$ cat config.mk
export PLATFORM = sky130hd
export DESIGN_NAME = seq_periph_hub
export DESIGN_NICKNAME = d
export VERILOG_FILES = /design/src/rtl/seq_periph_hub_pkg.sv /design/src/rtl/seq_hub_fifo.sv /design/src/rtl/seq_periph_hub.sv
export SDC_FILE = /design/constraint.sdc
export NUM_CORES = 1
export LEC_CHECK = 0
export BUFFER_PORTS_ARGS = -buffer_cell sky130_fd_sc_hd__buf_2
export CAP_MARGIN = 20
export CORE_MARGIN = 1
export CORE_UTILIZATION = 46
export DETAILED_ROUTE_END_ITERATION = 7
export PLACE_DENSITY = 0.73
export SKIP_CTS_REPAIR_TIMING = 1
export SKIP_LAST_GASP = 1
export SLEW_MARGIN = 20
export SYNTH_ARGS = -nofsm -noshare
export SYNTH_HDL_FRONTEND = slang
export SYNTH_SLANG_ARGS = --single-unit
$ cat constraint.sdc
create_clock -name clock -period 1.7 [get_ports clock]
set_input_delay 0.085 -clock clock [delete_from_list [all_inputs] [get_ports clock]]
set_output_delay 0.085 -clock clock [all_outputs]
set_load 0.05 [all_outputs]
$ cat src/rtl/seq_periph_hub_pkg.sv
// seq_periph_hub_pkg
// Shared definitions for the Seq peripheral hub.
// Holds the default widths matching the Seq oreg/ireg, the default channel
// count and FIFO depth, and the result-latch action type with a helper that
// resolves the priority between a new result and a Seq acknowledge.
// No ports: this is a package imported by seq_periph_hub and seq_hub_fifo.
package seq_periph_hub_pkg;

    localparam int SEQ_INST_WIDTH = 12;
    localparam int SEQ_RES_WIDTH  = 8;
    localparam int SEQ_DEF_NCHAN  = 4;
    localparam int SEQ_DEF_DEPTH  = 4;

    // What a channel's result latch does this cycle.
    typedef enum logic [1:0] {
        RES_HOLD  = 2'd0,
        RES_LOAD  = 2'd1,
        RES_CLEAR = 2'd2
    } res_action_e;

    // A new result always wins over an acknowledge arriving in the same
    // cycle, so Seq never loses sight of a value it has not read yet.
    // An acknowledge with nothing fresh changes nothing.
    function automatic res_action_e res_action(input logic valid,
                                               input logic ack,
                                               input logic fresh);
        if (valid) begin
            return RES_LOAD;
        end else if (ack && fresh) begin
            return RES_CLEAR;
        end
        return RES_HOLD;
    endfunction

endpackage

$ cat src/rtl/seq_hub_fifo.sv
// seq_hub_fifo
// Synchronous show-ahead FIFO used once per hub channel.
// The head entry is presented combinationally whenever the FIFO is non-empty;
// a push into an empty FIFO becomes visible only after the clock edge, so
// there is no same-cycle bypass from push_data to head.
// Ports:
//   clock      in   single clock, rising edge
//   reset      in   asynchronous, active-low
//   push       in   write request; ignored while full
//   push_data  in   INST_WIDTH entry to write
//   pop        in   read request; ignored while empty
//   full       out  DEPTH entries held (from registered pointers)
//   empty      out  no entries held (from registered pointers)
//   head       out  oldest entry, zero while empty
module seq_hub_fifo
    import seq_periph_hub_pkg::*;
#(
    parameter int INST_WIDTH = SEQ_INST_WIDTH,
    parameter int DEPTH      = SEQ_DEF_DEPTH
) (
    input  logic                  clock,
    input  logic                  reset,
    input  logic                  push,
    input  logic [INST_WIDTH-1:0] push_data,
    input  logic                  pop,
    output logic                  full,
    output logic                  empty,
    output logic [INST_WIDTH-1:0] head
);

    localparam int AW = $clog2(DEPTH);
    localparam int PW = AW + 1;

    logic [PW-1:0]         wr_ptr_q, wr_ptr_d;
    logic [PW-1:0]         rd_ptr_q, rd_ptr_d;
    logic [INST_WIDTH-1:0] mem_q [DEPTH];
    logic [INST_WIDTH-1:0] mem_d [DEPTH];
    logic                  do_push;
    logic                  do_pop;

    // The extra pointer MSB separates "full" from "empty" when the address
    // bits coincide.
    assign empty = (wr_ptr_q == rd_ptr_q);
    assign full  = (wr_ptr_q[AW] != rd_ptr_q[AW]) &&
                   (wr_ptr_q[AW-1:0] == rd_ptr_q[AW-1:0]);

    // Full is judged on the registered state, so a write to a full FIFO is
    // dropped even when a pop frees a slot in the same cycle.
    assign do_push = push && !full;
    assign do_pop  = pop && !empty;

    assign head = empty ? '0 : mem_q[rd_ptr_q[AW-1:0]];

    always_comb begin
        mem_d    = mem_q;
        wr_ptr_d = wr_ptr_q;
        rd_ptr_d = rd_ptr_q;
        if (do_push) begin
            mem_d[wr_ptr_q[AW-1:0]] = push_data;
            wr_ptr_d                = wr_ptr_q + PW'(1);
        end
        if (do_pop) begin
            rd_ptr_d = rd_ptr_q + PW'(1);
        end
    end

    always_ff @(posedge clock or negedge reset) begin
        if (!reset) begin
            wr_ptr_q <= '0;
            rd_ptr_q <= '0;
            for (int i = 0; i < DEPTH; i++) begin
                mem_q[i] <= '0;
            end
        end else begin
            wr_ptr_q <= wr_ptr_d;
            rd_ptr_q <= rd_ptr_d;
            for (int i = 0; i < DEPTH; i++) begin
                mem_q[i] <= mem_d[i];
            end
        end
    end

endmodule

$ cat src/rtl/seq_periph_hub.sv
// seq_periph_hub
// Instruction/result hub between the Seq sequencer and NCHAN peripheral
// channels. Each channel buffers Seq instructions in its own FIFO and hands
// them out with a valid/ready handshake; each peripheral result is latched in
// a Seq-readable ireg slice with sticky fresh and overflow flags.
// Ports:
//   clock             in   single clock, rising edge
//   reset             in   asynchronous, active-low
//   seq_oreg          in   instruction from Seq
//   seq_oreg_wen      in   per-channel write strobe, multi-hot broadcasts
//   seq_stall         out  some strobed channel is full this cycle
//   per_inst          out  FIFO head per channel, packed by channel
//   per_inst_en       out  per-channel valid (FIFO non-empty)
//   per_ready         in   peripheral accepts its head
//   per_result        in   peripheral results, packed by channel
//   per_result_valid  in   result strobe per channel
//   seq_ireg          out  last latched result per channel
//   seq_ireg_ack      in   Seq consumed a result, clears fresh
//   seq_fresh         out  sticky unread-result flag
//   seq_overflow      out  sticky dropped-write flag
module seq_periph_hub
    import seq_periph_hub_pkg::*;
#(
    parameter int NCHAN      = SEQ_DEF_NCHAN,
    parameter int INST_WIDTH = SEQ_INST_WIDTH,
    parameter int RES_WIDTH  = SEQ_RES_WIDTH,
    parameter int DEPTH      = SEQ_DEF_DEPTH
) (
    input  logic                        clock,
    input  logic                        reset,
    input  logic [INST_WIDTH-1:0]       seq_oreg,
    input  logic [NCHAN-1:0]            seq_oreg_wen,
    output logic                        seq_stall,
    output logic [NCHAN*INST_WIDTH-1:0] per_inst,
    output logic [NCHAN-1:0]            per_inst_en,
    input  logic [NCHAN-1:0]            per_ready,
    input  logic [NCHAN*RES_WIDTH-1:0]  per_result,
    input  logic [NCHAN-1:0]            per_result_valid,
    output logic [NCHAN*RES_WIDTH-1:0]  seq_ireg,
    input  logic [NCHAN-1:0]            seq_ireg_ack,
    output logic [NCHAN-1:0]            seq_fresh,
    output logic [NCHAN-1:0]            seq_overflow
);

    logic [NCHAN-1:0]           fifo_full;
    logic [NCHAN-1:0]           fifo_empty;
    logic [NCHAN*RES_WIDTH-1:0] ireg_q, ireg_d;
    logic [NCHAN-1:0]           fresh_q, fresh_d;
    logic [NCHAN-1:0]           overflow_q, overflow_d;

    // Each channel decides on its own, so a broadcast can land in some
    // channels and be dropped by others.
    for (genvar i = 0; i < NCHAN; i++) begin : g_chan
        seq_hub_fifo #(
            .INST_WIDTH (INST_WIDTH),
            .DEPTH      (DEPTH)
        ) u_fifo (
            .clock     (clock),
            .reset     (reset),
            .push      (seq_oreg_wen[i]),
            .push_data (seq_oreg),
            .pop       (per_ready[i] & ~fifo_empty[i]),
            .full      (fifo_full[i]),
            .empty     (fifo_empty[i]),
            .head      (per_inst[i*INST_WIDTH +: INST_WIDTH])
        );
        assign per_inst_en[i] = ~fifo_empty[i];
    end

    assign seq_stall    = |(seq_oreg_wen & fifo_full);
    assign seq_ireg     = ireg_q;
    assign seq_fresh    = fresh_q;
    assign seq_overflow = overflow_q;

    always_comb begin
        ireg_d     = ireg_q;
        fresh_d    = fresh_q;
        overflow_d = overflow_q | (seq_oreg_wen & fifo_full);
        for (int i = 0; i < NCHAN; i++) begin
            case (res_action(per_result_valid[i], seq_ireg_ack[i], fresh_q[i]))
                RES_LOAD: begin
                    ireg_d[i*RES_WIDTH +: RES_WIDTH] = per_result[i*RES_WIDTH +: RES_WIDTH];
                    fresh_d[i]                       = 1'b1;
                end
                RES_CLEAR: begin
                    fresh_d[i] = 1'b0;
                end
                default: begin
                end
            endcase
        end
    end

    always_ff @(posedge clock or negedge reset) begin
        if (!reset) begin
            ireg_q     <= '0;
            fresh_q    <= '0;
            overflow_q <= '0;
        end else begin
            ireg_q     <= ireg_d;
            fresh_q    <= fresh_d;
            overflow_q <= overflow_d;
        end
    end

endmodule

After elaboration in Yosys (flattened, before gate mapping)
Cells that the tools add are included.
{"block": "totals", "register_bits": 256, "out_inout_bits": 93, "word_cells": 176}
{"block": "op_classes", "addsub": 8, "n_lt_le_gt_ge": 12, "n_eq_ne": 20, "mux": 52, "bitwise_logic": 18, "n_reduce_logical": 33}
{"op": "48-bit bitwise mux", "count": 4}
{"op": "12-bit two-way mux", "count": 16}
{"op": "12-bit binary-select mux with 2-bit select", "count": 4}
{"op": "12-bit demux with 2-bit select", "count": 4}
{"op": "3-bit by 1-bit adder with 3-bit output, second input constant", "count": 8}
{"op": "3-bit >= comparator, second input constant", "count": 8}
{"op": "2-bit two-way mux", "count": 12}
{"op": "2-bit NOT with 3-bit output", "count": 8}
{"op": "1-bit logical AND", "count": 20}
{"op": "3-bit equality test", "count": 4}
{"op": "3-bit by 1-bit less-than comparator with 1-bit output, second input constant", "count": 4}
{"op": "2-bit by 1-bit equality test with 1-bit output, second input constant", "count": 4}
{"op": "2-bit equality test", "count": 4}
{"op": "2-bit equality test, second input constant", "count": 4}
{"op": "1-bit logical NOT", "count": 8}
{"op": "1-bit two-way mux", "count": 8}
{"op": "1-bit case mux with 2 select lines", "count": 4}
{"op": "2-bit nonzero test", "count": 4}
{"op": "1-bit AND", "count": 4}
{"op": "4-bit AND", "count": 1}
{"op": "1-bit != test", "count": 4}
{"op": "1-bit NOT", "count": 4}
{"op": "4-bit bitwise OR", "count": 1}
{"op": "4-bit OR reduction", "count": 1}

Depth between registers and ports, before layout
{"block": "logic_depth", "depth_word": 6, "depth_mapped": 6, "ltp_nobuf": 5}

Modules after synthesis
Synthesis repeated with hierarchy kept, for this count alone.
{"block": "unflattened", "hier_cells": 787, "area_unflattened_um2": 13011.2}
{"mod": "seq_hub_fifo", "n_inst": 4, "cells_each": 172, "area_each_um2": 2836.5}
{"mod": "seq_periph_hub", "n_inst": 1, "cells_each": 99, "area_each_um2": 1665.3}

Worst setup path after synthesis
OpenSTA, ideal clock, no wires.
{"block": "synth_timing", "path_kind": "register -> output", "start": "reg g_chan[3].u_fifo.wr_ptr_q[2]", "end": "out per_inst[37]", "arrival_ns": 1.925, "required_time_ns": 1.615, "setup_slack_ns": -0.310, "stages_incl_launch_ff": 5, "cell_sequence": "dfrtp_1 -> xor2_4 -> nor3_1 -> clkbuf_1 -> nor2b_1"}
{"block": "synth_via", "elab_chain_len": 2}
{"element": "start, declared", "line": "seq_hub_fifo.sv:34", "text": "logic [PW-1:0] wr_ptr_q, wr_ptr_d;"}
{"element": "start signal, assigned", "line": "seq_hub_fifo.sv:75", "text": "wr_ptr_q <= wr_ptr_d;"}
{"element": "3-bit equality test", "line": "seq_hub_fifo.sv:43", "text": "assign empty = (wr_ptr_q == rd_ptr_q);"}
{"element": "12-bit two-way mux", "line": "seq_hub_fifo.sv:52", "text": "assign head = empty ? '0 : mem_q[rd_ptr_q[AW-1:0]];"}
{"element": "end, declared", "line": "seq_periph_hub.sv:34", "text": "output logic [NCHAN*INST_WIDTH-1:0] per_inst,"}
Every way passes these cells.

Final worst setup path
{"block": "layout_timing", "start": "reg g_chan[1].u_fifo.rd_ptr_q[0]", "end": "out per_inst[21]"}
{"block": "layout_via", "elab_chain_len": 5, "word_cells_on_any_way": 6, "classes_between": "eq/ne (1); mux (4); bitwise (1)"}
{"element": "start, declared", "line": "seq_hub_fifo.sv:35", "text": "logic [PW-1:0] rd_ptr_q, rd_ptr_d;"}
{"element": "start signal, assigned", "line": "seq_hub_fifo.sv:76", "text": "rd_ptr_q <= rd_ptr_d;"}
{"element": "2-bit NOT with 3-bit output (implied by the code)", "line": "seq_hub_fifo.sv:52"}
{"element": "12-bit binary-select mux with 2-bit select", "line": "seq_hub_fifo.sv:52"}
{"element": "12-bit two-way mux (implied by the code) (2 in a row)", "line": "seq_hub_fifo.sv:52"}
{"element": "12-bit two-way mux *", "line": "seq_hub_fifo.sv:52"}
Mark *: on every way between the ends. The rest lies on a longest branch, timed or not. The select of a mux whose other input is x is not followed.

==> impl_metrics.sql <==
INSERT INTO impl_metrics (metric_group, metric, value, unit) VALUES
('timing', 'slew-limit-headroom', '70.71', '%'),
('grt', 'grt_pass1_vias', '7640', ''),
('setup_path', 'worst_r2r_endpoint', 'g_chan[3].u_fifo.mem_q[38]', ''),
('setup_path', 'setup_crit_path_kind', 'reg2out', ''),
('yosys', 'synth_warnings', '0', ''),
('timing', 'hold_viol_final', '14', ''),
('finish', 'n_fill_cell', '1810', ''),
('setup_path', 'critical_path.max_fanout', '6', ''),
('timing', 'drv_slew', '0', ''),
('finish', 'drive_gt1_share', '59.57', '%'),
('drt', 'antenna_left', '0', ''),
('grt', 'gr-usage-all-layers', '20.04', '%'),
('yosys', 'postSynth.topFlopCell', 'dfrtp_1', ''),
('placement', 'placement.io_buffers', '154', ''),
('flow_run', 'cap_violations', '0', ''),
('min_path', 'worst_hold_path_type', 'in2reg', ''),
('clock_network', 'htree_levels', '1', ''),
('clock_network', 'cts_tree', 'yes', ''),
('yosys', 'synthCells', '787', ''),
('clock_network', 'cts_made_buffers', '27', ''),
('timing', 'finalSetupViolations', '201', ''),
('floorplan', 'initial_utilization', '47.30', '%'),
('drt', 'detailroute.via_count', '7653', ''),
('drt', 'drt_first_iter_violations', '394', ''),
('status', 'failing_checks', 'hold timing, setup timing', ''),
('floorplan', 'rows', '58', ''),
('setup_path', 'timing.critical_path.arrival', '2010', 'ps'),
('setup_path', 'crit_chain', 'buf_12 -> mux4_2 -> nor2b_4 -> buf_8', ''),
('timing', 'post_route_clock_skew', '11.50', 'ps'),
('drt', 'route.final.wire_length', '28390', 'um'),
('placement', 'gpl.final_weighted_congestion', '0.8173', ''),
('timing', 'holdWs', '-86.75', 'ps'),
('finish', 'antenna-diode-count', '0', ''),
('setup_path', 'cp_slowest_stage_delay', '520', 'ps'),
('clock_network', 'clock_path_buffers', '3', ''),
('finish', 'area_taken_by_multi_input_logic_gates', '0.005732', 'mm2'),
('timing', 'grt_setup_unrepaired', 'true', ''),
('finish', 'layout-area-overhead-vs-synth', '38.96', '%'),
('yosys', 'asyncSetResetFlopFracSynth', '100.0', '%'),
('grt', 'number_of_antenna_violations_at_the_first_check_in_global_routing', '0', ''),
('timing', 'final_critical_path_setup_slack', '-398.2', 'ps'),
('drt', 'post_drt_wl_per_cell', '19.54', 'um'),
('grt', 'grt_pass1_wl', '41850', 'um'),
('clock_network', 'cts.reportedPaths.clkPinSlew', '60', 'ps'),
('finish', 'nets', '1185', ''),
('setup_path', 'worst-r2r-cell-count', '8', ''),
('clock_network', 'clock_latency', '530', 'ps'),
('timing', 'measured_slew_at_the_worst_slew_check_pin', '439.3', 'ps'),
('yosys', 'syn-num-nets', '869', ''),
('drt', 'viasPerCell', '5.267', ''),
('setup_path', 'ff2ff_setup_slack', '-290', 'ps'),
('grt', 'grt-ovfl-total', '0', ''),
('setup_path', 'timing.critical_path.required', '1620', 'ps'),
('clock_network', 'clock_sinks', '256', ''),
('yosys', 'post_synthesis_instance_area', '0.01201', 'mm2'),
('placement', 'hpwlAfterDp', '17540', 'um'),
('grt', 'grt_max_degree', '61', ''),
('yosys', 'ys_ff_latch', '256', ''),
('setup_path', 'regToRegStartpoint', 'g_chan[3].u_fifo.wr_ptr_q[2]', ''),
('setup_path', 'end_kind', 'primary output', ''),
('floorplan', 'core_region_area', '0.02540', 'mm2'),
('timing', 'final_min_period', '2098', 'ps'),
('yosys', 'synth_enable_flop_cells', '0', ''),
('floorplan', 'chipHeight', '163.6', 'um'),
('min_path', 'min_from', 'seq_oreg_wen[1]', ''),
('timing', 'maxClockFrequency', '476.6', 'MHz'),
('setup_path', 'critPathLaunchType', 'register', ''),
('drt', 'dr.pass1.iters', '4', ''),
('status', 'status', 'finished with violations', ''),
('yosys', 'synth-seq-area-share', '53.32', '%'),
('yosys', 'synth_area_per_cell', '15.27', 'um2'),
('yosys', 'yosysUniqueCellTypes', '32', ''),
('floorplan', 'die_area', '0.02677', 'mm2'),
('setup_path', 'cell_class_contributing_the_biggest_share_of_worst_path_delay', 'multiplexers', ''),
('finish', 'ff_latch_area', '0.006420', 'mm2'),
('setup_path', 'buf_inv_stages_crit_path', '2', ''),
('timing', 'fin_crit_sh', '123.4', '%'),
('floorplan', 'floorplan.io_pins', '155', ''),
('floorplan', 'overall_die_width', '163.6', 'um'),
('min_path', 'min_delay_worst_endpoint', 'g_chan[1].u_fifo.wr_ptr_q[0]', ''),
('clock_network', 'clk_root_buffer_cell', 'clkbuf_16', ''),
('setup_path', 'cpMaxStageDelayCell', 'mux4_2', ''),
('min_path', 'min_delay_path_depth', '2', ''),
('drt', 'residual_drc', '0', '');
[worst register-to-register path, cell delays in order, from the launching register on]
cell       delay [ps]
dfrtp_2           440
xor2_4            220
buf_12            150
buf_4             120
buf_6             100
buf_6             100
a31oi_4           240
clkbuf_16         210
mux2_4            300
[layout by cell type (no fill, tap or decap), types with 8 or more instances in the layout]
cell type,Yosys,routed
a31oi_1,16,10
buf_12,0,13
buf_2,21,110
buf_4,4,67
buf_6,4,71
buf_8,0,10
bufinv_16,0,8
clkbuf_16,0,31
dfrtp_1,256,245
dfrtp_2,0,11
dlygate4sd3_1,0,66
ha_1,20,19
inv_1,19,14
mux2_1,17,17
mux2_2,176,168
mux2_4,39,47
mux4_2,48,48
nand2_1,16,15
nor2b_1,48,11
nor2b_2,0,15
nor2b_4,0,22
xnor2_1,16,14
[cells in the mapped netlist, types with 5 or more instances]
cell,number,area share [%]
nor2b_1,48,2.5
o31ai_1,6,0.37
nand2_1,16,0.50
nand4_1,6,0.31
mux4_2,48,9.0
mux2_1,17,1.6
xor2_1,13,0.95
xnor2_1,16,1.2
a31oi_1,16,0.83
o311ai_0,5,0.36
dfrtp_1,256,53
mux2_4,39,4.9
mux2_2,176,16
buf_2,21,0.87
ha_1,20,2.1
inv_1,19,0.59
clkbuf_1,26,0.81
[sequential cells by signal (all words and copies together), names as in the netlist]
| register | flops |
|---|---|
| g_chan.u_fifo.mem_q | 192 |
| g_chan.u_fifo.rd_ptr_q | 12 |
| seq_fresh | 4 |
| g_chan.u_fifo.wr_ptr_q | 12 |
| seq_ireg | 32 |
| seq_overflow | 4 |
[routing by layer]
layer	GRT usage, %	share of wire [%]
met5	0	0
met4	4.251	1.7
met3	3.377	4.1
met2	32.88	49
met1	28.06	45
[cells by family after synthesis]
group	count (synthesis)	synth area share, %
adders and majority gates	20	2.083
muxes	280	31.96
AOI/OAI and AO/OA	42	2.937
DFF	256	53.32
xor gates and xnor gates	35	3.020
and+or+nand+nor	80	3.770
buffers and inverters	74	2.906
[worst max-delay path by stage]
stage / startpoint / to / slack [ps] / depth (start not counted)
2_1_floorplan: g_chan[0].u_fifo.rd_ptr_q[1] / per_inst[10] / -230 / 5
3_3_place_gp: g_chan[2].u_fifo.rd_ptr_q[1] / per_inst[24] / -230 / 4
3_5_place_dp: g_chan[1].u_fifo.rd_ptr_q[0] / per_inst[16] / -100 / 5
4_1_cts: g_chan[1].u_fifo.rd_ptr_q[0] / per_inst[12] / -680 / 5
5_1_grt: g_chan[0].u_fifo.rd_ptr_q[0] / per_inst[2] / -470 / 6
6_report: g_chan[1].u_fifo.rd_ptr_q[0] / per_inst[21] / -400 / 4
[metrics by stage]
| step | utilization [%] | TNS, ps | cells | instance area, um2 | setup slack [ps] |
|---|---|---|---|---|---|
| 6_report | 65.73 | -36580 | 1453 | 16690 | -398.2 |
| 5_1_grt | 65.73 | -52200 | 1453 | 16690 | -472.5 |
| 4_1_cts | 58.72 | -35230 | 1353 | 14920 | -677.7 |
| 3_5_place_dp | 54.70 | -4816 | 1304 | 13890 | -102.5 |
| 3_3_place_gp | 54.66 | -5239 | 1303 | 13880 | -234.9 |
| 2_1_floorplan | - | -4955 | 787 | 12170 | -234.7 |
[cell type report]
cell class,count,area share (%)
Multi-Input combinational cell,457,34.33
Clock buffer,35,4.467
Timing Repair Buffer,342,18.16
Tap cell,330,2.473
Inverter,19,0.4572
Sequential cell,256,38.45
Clock inverter,14,1.656
Power is not shown: default switching activity piles up to over one toggle a cycle in this logic, so the estimate is an artifact.
